$ cat src/rtl/toy_mvm_engine.sv
// Matrix-vector multiply engine: y = W * x over a one-cycle-latency memory.
// Result path: arithmetic shift, optional saturation, optional ReLU.
module toy_mvm_engine #(
    parameter int WORD_SIZE = 16,
    parameter int ACC_SIZE  = 40,
    parameter int ADDR_SIZE = 10,
    parameter int MAX_COLS  = 16,
    parameter int DIM_SIZE  = 5
) (
    input  logic                 clk,
    input  logic                 rst_n,
    input  logic                 start,
    input  logic [ADDR_SIZE-1:0] mat_addr,
    input  logic [ADDR_SIZE-1:0] vec_addr,
    input  logic [ADDR_SIZE-1:0] out_addr,
    input  logic [DIM_SIZE-1:0]  rows,
    input  logic [DIM_SIZE-1:0]  cols,
    input  logic [4:0]           shift,
    input  logic                 sat_en,
    input  logic                 relu_en,
    output logic                 rd_en,
    output logic [ADDR_SIZE-1:0] rd_addr,
    input  logic [WORD_SIZE-1:0] rd_data,
    output logic                 wr_en,
    output logic [ADDR_SIZE-1:0] wr_addr,
    output logic [WORD_SIZE-1:0] wr_data,
    output logic                 busy,
    output logic                 done,
    output logic                 err
);

    localparam int IW = $clog2(MAX_COLS);
    localparam logic signed [ACC_SIZE-1:0] SMAX =
        {{(ACC_SIZE-WORD_SIZE+1){1'b0}}, {(WORD_SIZE-1){1'b1}}};
    localparam logic signed [ACC_SIZE-1:0] SMIN = ~SMAX;

    typedef enum logic [2:0] {IDLE, LOAD_VEC, MAC, WRITE, DONE} state_t;

    state_t                     state, state_nx;
    logic [ADDR_SIZE-1:0]       mat_ptr, vec_q, out_q;
    logic [DIM_SIZE-1:0]        rows_q, cols_q, cnt, row;
    logic [4:0]                 shift_q;
    logic                       sat_q, relu_q, err_q;
    logic signed [ACC_SIZE-1:0] acc;
    logic signed [WORD_SIZE-1:0] vbuf [MAX_COLS];

    logic                         cfg_bad, last_cnt, last_row;
    logic [IW-1:0]                bidx;
    logic signed [2*WORD_SIZE-1:0] prod;
    logic signed [ACC_SIZE-1:0]   prod_ext, acc_sh;
    logic [WORD_SIZE-1:0]         res;

    assign cfg_bad  = (rows == '0) || (cols == '0) ||
                      (cols > DIM_SIZE'(MAX_COLS));
    assign last_cnt = (cnt == cols_q);
    assign last_row = (row == rows_q - DIM_SIZE'(1));
    // Capture for beat c happens one cycle after its read, so lag by one.
    assign bidx     = IW'(cnt - DIM_SIZE'(1));
    assign prod     = $signed(rd_data) * vbuf[bidx];
    assign prod_ext = ACC_SIZE'(prod);
    assign acc_sh   = acc >>> shift_q;

    always_comb begin
        res = acc_sh[WORD_SIZE-1:0];
        if (sat_q) begin
            if (acc_sh > SMAX)
                res = SMAX[WORD_SIZE-1:0];
            else if (acc_sh < SMIN)
                res = SMIN[WORD_SIZE-1:0];
        end
        if (relu_q && res[WORD_SIZE-1])
            res = '0;
    end

    always_comb begin
        state_nx = state;
        unique case (state)
            IDLE:     if (start) state_nx = cfg_bad ? DONE : LOAD_VEC;
            LOAD_VEC: if (last_cnt) state_nx = MAC;
            MAC:      if (last_cnt) state_nx = WRITE;
            WRITE:    state_nx = last_row ? DONE : MAC;
            DONE:     state_nx = IDLE;
            default:  state_nx = IDLE;
        endcase
    end

    always_ff @(posedge clk or negedge rst_n) begin
        if (!rst_n)
            state <= IDLE;
        else
            state <= state_nx;
    end

    always_ff @(posedge clk or negedge rst_n) begin
        if (!rst_n) begin
            mat_ptr <= '0;
            vec_q   <= '0;
            out_q   <= '0;
            rows_q  <= '0;
            cols_q  <= '0;
            shift_q <= '0;
            sat_q   <= 1'b0;
            relu_q  <= 1'b0;
            err_q   <= 1'b0;
            cnt     <= '0;
            row     <= '0;
            acc     <= '0;
        end else begin
            unique case (state)
                IDLE: if (start) begin
                    mat_ptr <= mat_addr;
                    vec_q   <= vec_addr;
                    out_q   <= out_addr;
                    rows_q  <= rows;
                    cols_q  <= cols;
                    shift_q <= shift;
                    sat_q   <= sat_en;
                    relu_q  <= relu_en;
                    err_q   <= cfg_bad;
                    cnt     <= '0;
                    row     <= '0;
                    acc     <= '0;
                end
                LOAD_VEC: begin
                    cnt <= last_cnt ? '0 : cnt + DIM_SIZE'(1);
                    if (last_cnt) acc <= '0;
                end
                MAC: begin
                    if (cnt != '0) acc <= acc + prod_ext;
                    if (!last_cnt) mat_ptr <= mat_ptr + ADDR_SIZE'(1);
                    cnt <= last_cnt ? '0 : cnt + DIM_SIZE'(1);
                end
                WRITE: begin
                    acc <= '0;
                    if (!last_row) row <= row + DIM_SIZE'(1);
                end
                DONE: row <= '0;
                default: ;
            endcase
        end
    end

    always_ff @(posedge clk) begin
        if (state == LOAD_VEC && cnt != '0)
            vbuf[bidx] <= $signed(rd_data);
    end

    assign rd_en   = (state == LOAD_VEC || state == MAC) && (cnt < cols_q);
    assign rd_addr = (state == MAC) ? mat_ptr : vec_q + ADDR_SIZE'(cnt);
    assign wr_en   = (state == WRITE);
    assign wr_addr = out_q + ADDR_SIZE'(row);
    assign wr_data = res;
    assign busy    = (state == LOAD_VEC) || (state == MAC) || (state == WRITE);
    assign done    = (state == DONE);
    assign err     = err_q;

endmodule

$ cat config.mk
export PLATFORM = sky130hd
export DESIGN_NAME = toy_mvm_engine
export DESIGN_NICKNAME = d
export VERILOG_FILES = /design/src/rtl/toy_mvm_engine.sv
export SDC_FILE = /design/constraint.sdc
export NUM_CORES = 2
export LEC_CHECK = 0
export ABC_AREA = 1
export BUFFER_PORTS_ARGS = -buffer_cell sky130_fd_sc_hd__buf_2
export CORE_UTILIZATION = 32
export DETAILED_ROUTE_END_ITERATION = 8
export HOLD_SLACK_MARGIN = 0.02
export PLACE_DENSITY = 0.55
export REMOVE_ABC_BUFFERS = 1
export SYNTH_ARGS = -nofsm -noshare
export SYNTH_HDL_FRONTEND = slang
export SYNTH_SLANG_ARGS = --single-unit
export TNS_END_PERCENT = 30
$ cat constraint.sdc
create_clock -name clk -period 9 [get_ports clk]
set_input_delay 1.8 -clock clk [delete_from_list [all_inputs] [get_ports clk]]
set_output_delay 1.8 -clock clk [all_outputs]
set_load 0.01 [all_outputs]
==> reports/metrics.cfg <==
[die]
row_count=112
dieArea_um2=95390
fp.dieH_um=308.9
num_io_pins=107
start_util_pct=32.28
die_w_um=308.9
coreArea_um2=93330

[clock_tree]
cts_made_buffers=43
root_buffer=clkbuf_16
cts_tree=built
ctsResizeCount=0
cts_setup_buffers=0
h-tree-depth=2
ctsHoldBuffers=0
clkLatencyLatePin_ps=610
cts_buffer_depth=3
clk_pin_slew_ps=60
clkSinkCount=357

[logic_synthesis]
synth_area_um2=30130
synth_area_leaders=edfxtp_1 (26%), fa_1 (22%), nand2_1 (8.9%), dfrtp_1 (8.4%), inv_1 (6.7%)
yosysWarnings=0
synth.top_cell.area_share_pct=25.51
async_flop_share_pct=28.29
synth_area_leader_cell=edfxtp_1
ys_seq_area_share_pct=33.90
synth_cells=3405
synth-main-ff-cell=edfxtp_1
synth-edff-count=256
yosys.cell_types.count=54
synth_seq_cells=357
synth_area_per_cell_um2=8.849

[detailed_routing]
antenna_left=0
dr.pass1.iters=6
via_per_inst=4.961
vias=23680
drtIter0Drc=1692
wirelength_mm=87.73
drc=0
drt-wirelength-per-cell_um=18.38

[outcome]
status=finished, final reports clean

[min_path]
hold_end=vec_q[4]
min-delay-start=vec_q[4]
holdPathStages=2
hold_path_class=flop to flop

[worst_setup_path]
worstPathMaxFanout=59
crit_top_cell=inv_1
critPathSlowestCell=fa_1
cp_top_family=adder cells
r2r_start=cnt[1]
end_kind=flop
cpPeakStageDelay_ps=690
critPathKind=flop to flop
critPathRequiredTime_ps=9490
start_kind=flop
critPathBufInv=10
reg2regPathDepth=32
reg2reg_setup_slack_ps=580
reg2reg_to=acc[36]
arrival_ps=8910
cp_num_cells=32

[finish]
diodes=0
post-route-util_pct=36.10
areaGrowthSynthToFinish_pct=11.83
layout.nets=4022
layout-drive-gt1-share_pct=8.040

[global_routing]
antenna_found_initial=2
grt_overflow=0
grt_max_degree=134
grt_usage_pct=18.99
first_global_vias=24210
grt_pass1_wl_mm=139.2

[timing]
fin_crit_sh_pct=93.57
relSlewSlack_pct=12.49
finalClockSkew_ps=34.70
hold-worst-slack_ps=481.6
timing_hold_violations_final=0
rsz0062_at_grt=no
fmax_ghz=0.1187
fin_tns_setup_ps=0
finalSetupViolCount=0
period_needed_ps=8422
slew_viol_final=0
max_slew.worst_pin.slew_ps=1313

[placed_design]
gp_congestion=0.9176
post-dp-hpwl_mm=65.93
port_buffers=106

[run]
drv_cap=0

Yosys cell counts (all sizes together), types with 5 or more instances:
cell    count
clkinv      9
nand2     720
nor3       12
o31ai       8
edfxtp    256
nor2      319
o22ai       5
nand4      11
fa        333
a22oi      35
xor2       29
ha        138
o21ai     118
dfrtp     101
clkbuf     46
inv       550
a21oi     224
xnor2      15
a31oi      21
a22o        6
nand3     289
buf        89
a21o        7
a32o       29
cell usage in the layout, fill, tap and decap left out, types with 63 or more instances in the layout:
| master | Yosys | final |
|---|---|---|
| buf_4 | 3 | 63 |
| nand3_1 | 286 | 286 |
| dfrtp_1 | 101 | 100 |
| ha_1 | 138 | 138 |
| a21oi_1 | 214 | 214 |
| fa_1 | 333 | 333 |
| o21ai_0 | 103 | 103 |
| edfxtp_1 | 256 | 256 |
| nor2_1 | 314 | 313 |
| inv_1 | 538 | 536 |
| nand2_1 | 714 | 714 |
| buf_2 | 54 | 105 |
per-layer routing:
metal	global-route usage, %	vias up	routed length (um)
met2	31.62	683	41350
met1	25.24	11700	38140
li1	-	11150	-
met3	2.836	155	5212
met5	0	-	9
met4	6.321	2	3006
worst max path at each step:
stage / startpoint / end / slack, ps
4_1_cts: cnt[1] / acc[24] / 610
5_1_grt: cnt[1] / acc[33] / 60
3_3_place_gp: cnt[0] / acc[24] / 650
2_1_floorplan: cnt[0] / acc[36] / -3240
3_5_place_dp: cnt[0] / acc[24] / 640
6_report: cnt[1] / acc[36] / 580
per-stage QoR:
step                      cell area (um2)  std cells  worst slack [ps]
after CTS                           33690       4774             608.0
after floorplan                     29520       3270             -3237
final                               33690       4774             578.4
after global placement              32140       4694             650.0
after detailed placement            32140       4694             640.6
after global routing                33690       4774             60.38
cell families (layout without fill, tap and decap cells):
kind of cell / count (synthesis) / count (layout) / share of synthesized area [%]
and+or+nand+nor: 1365 / 1365 / 18.61
buffers and inverters: 694 / 809 / 9.007
AOI/OAI and AO/OA: 473 / 473 / 9.285
adders and majority gates: 471 / 471 / 27.85
DFF: 357 / 357 / 33.90
xor gates and xnor gates: 44 / 44 / 1.304
muxes: 1 / 1 / 0.03737
registers in the layout (all words and copies together), names as in the netlist:
register and count:
row 5, cols_q 5, mat_ptr 10, cnt 5, vbuf 256, relu_q 1
acc 40, vec_q 10, err 1, rows_q 5, sat_q 1, state 3
out_q 10, shift_q 5
worst min-delay path: cells and delay by family (launching register included):
family        cells  cell delay, ps
simple gates      2             110
flops             1             350
layout make-up:
type,instances,area (um2)
Clock inverter,27,439.2
Inverter,559,2106
Clock buffer,53,1114
Tap cell,1254,1569
Timing Repair Buffer,170,1039
Fill cell,9726,59630
Sequential cell,357,10220
Multi-Input combinational cell,2354,17210
Power is not shown: default switching activity piles up to over one toggle a cycle in this logic, so the estimate is an artifact.
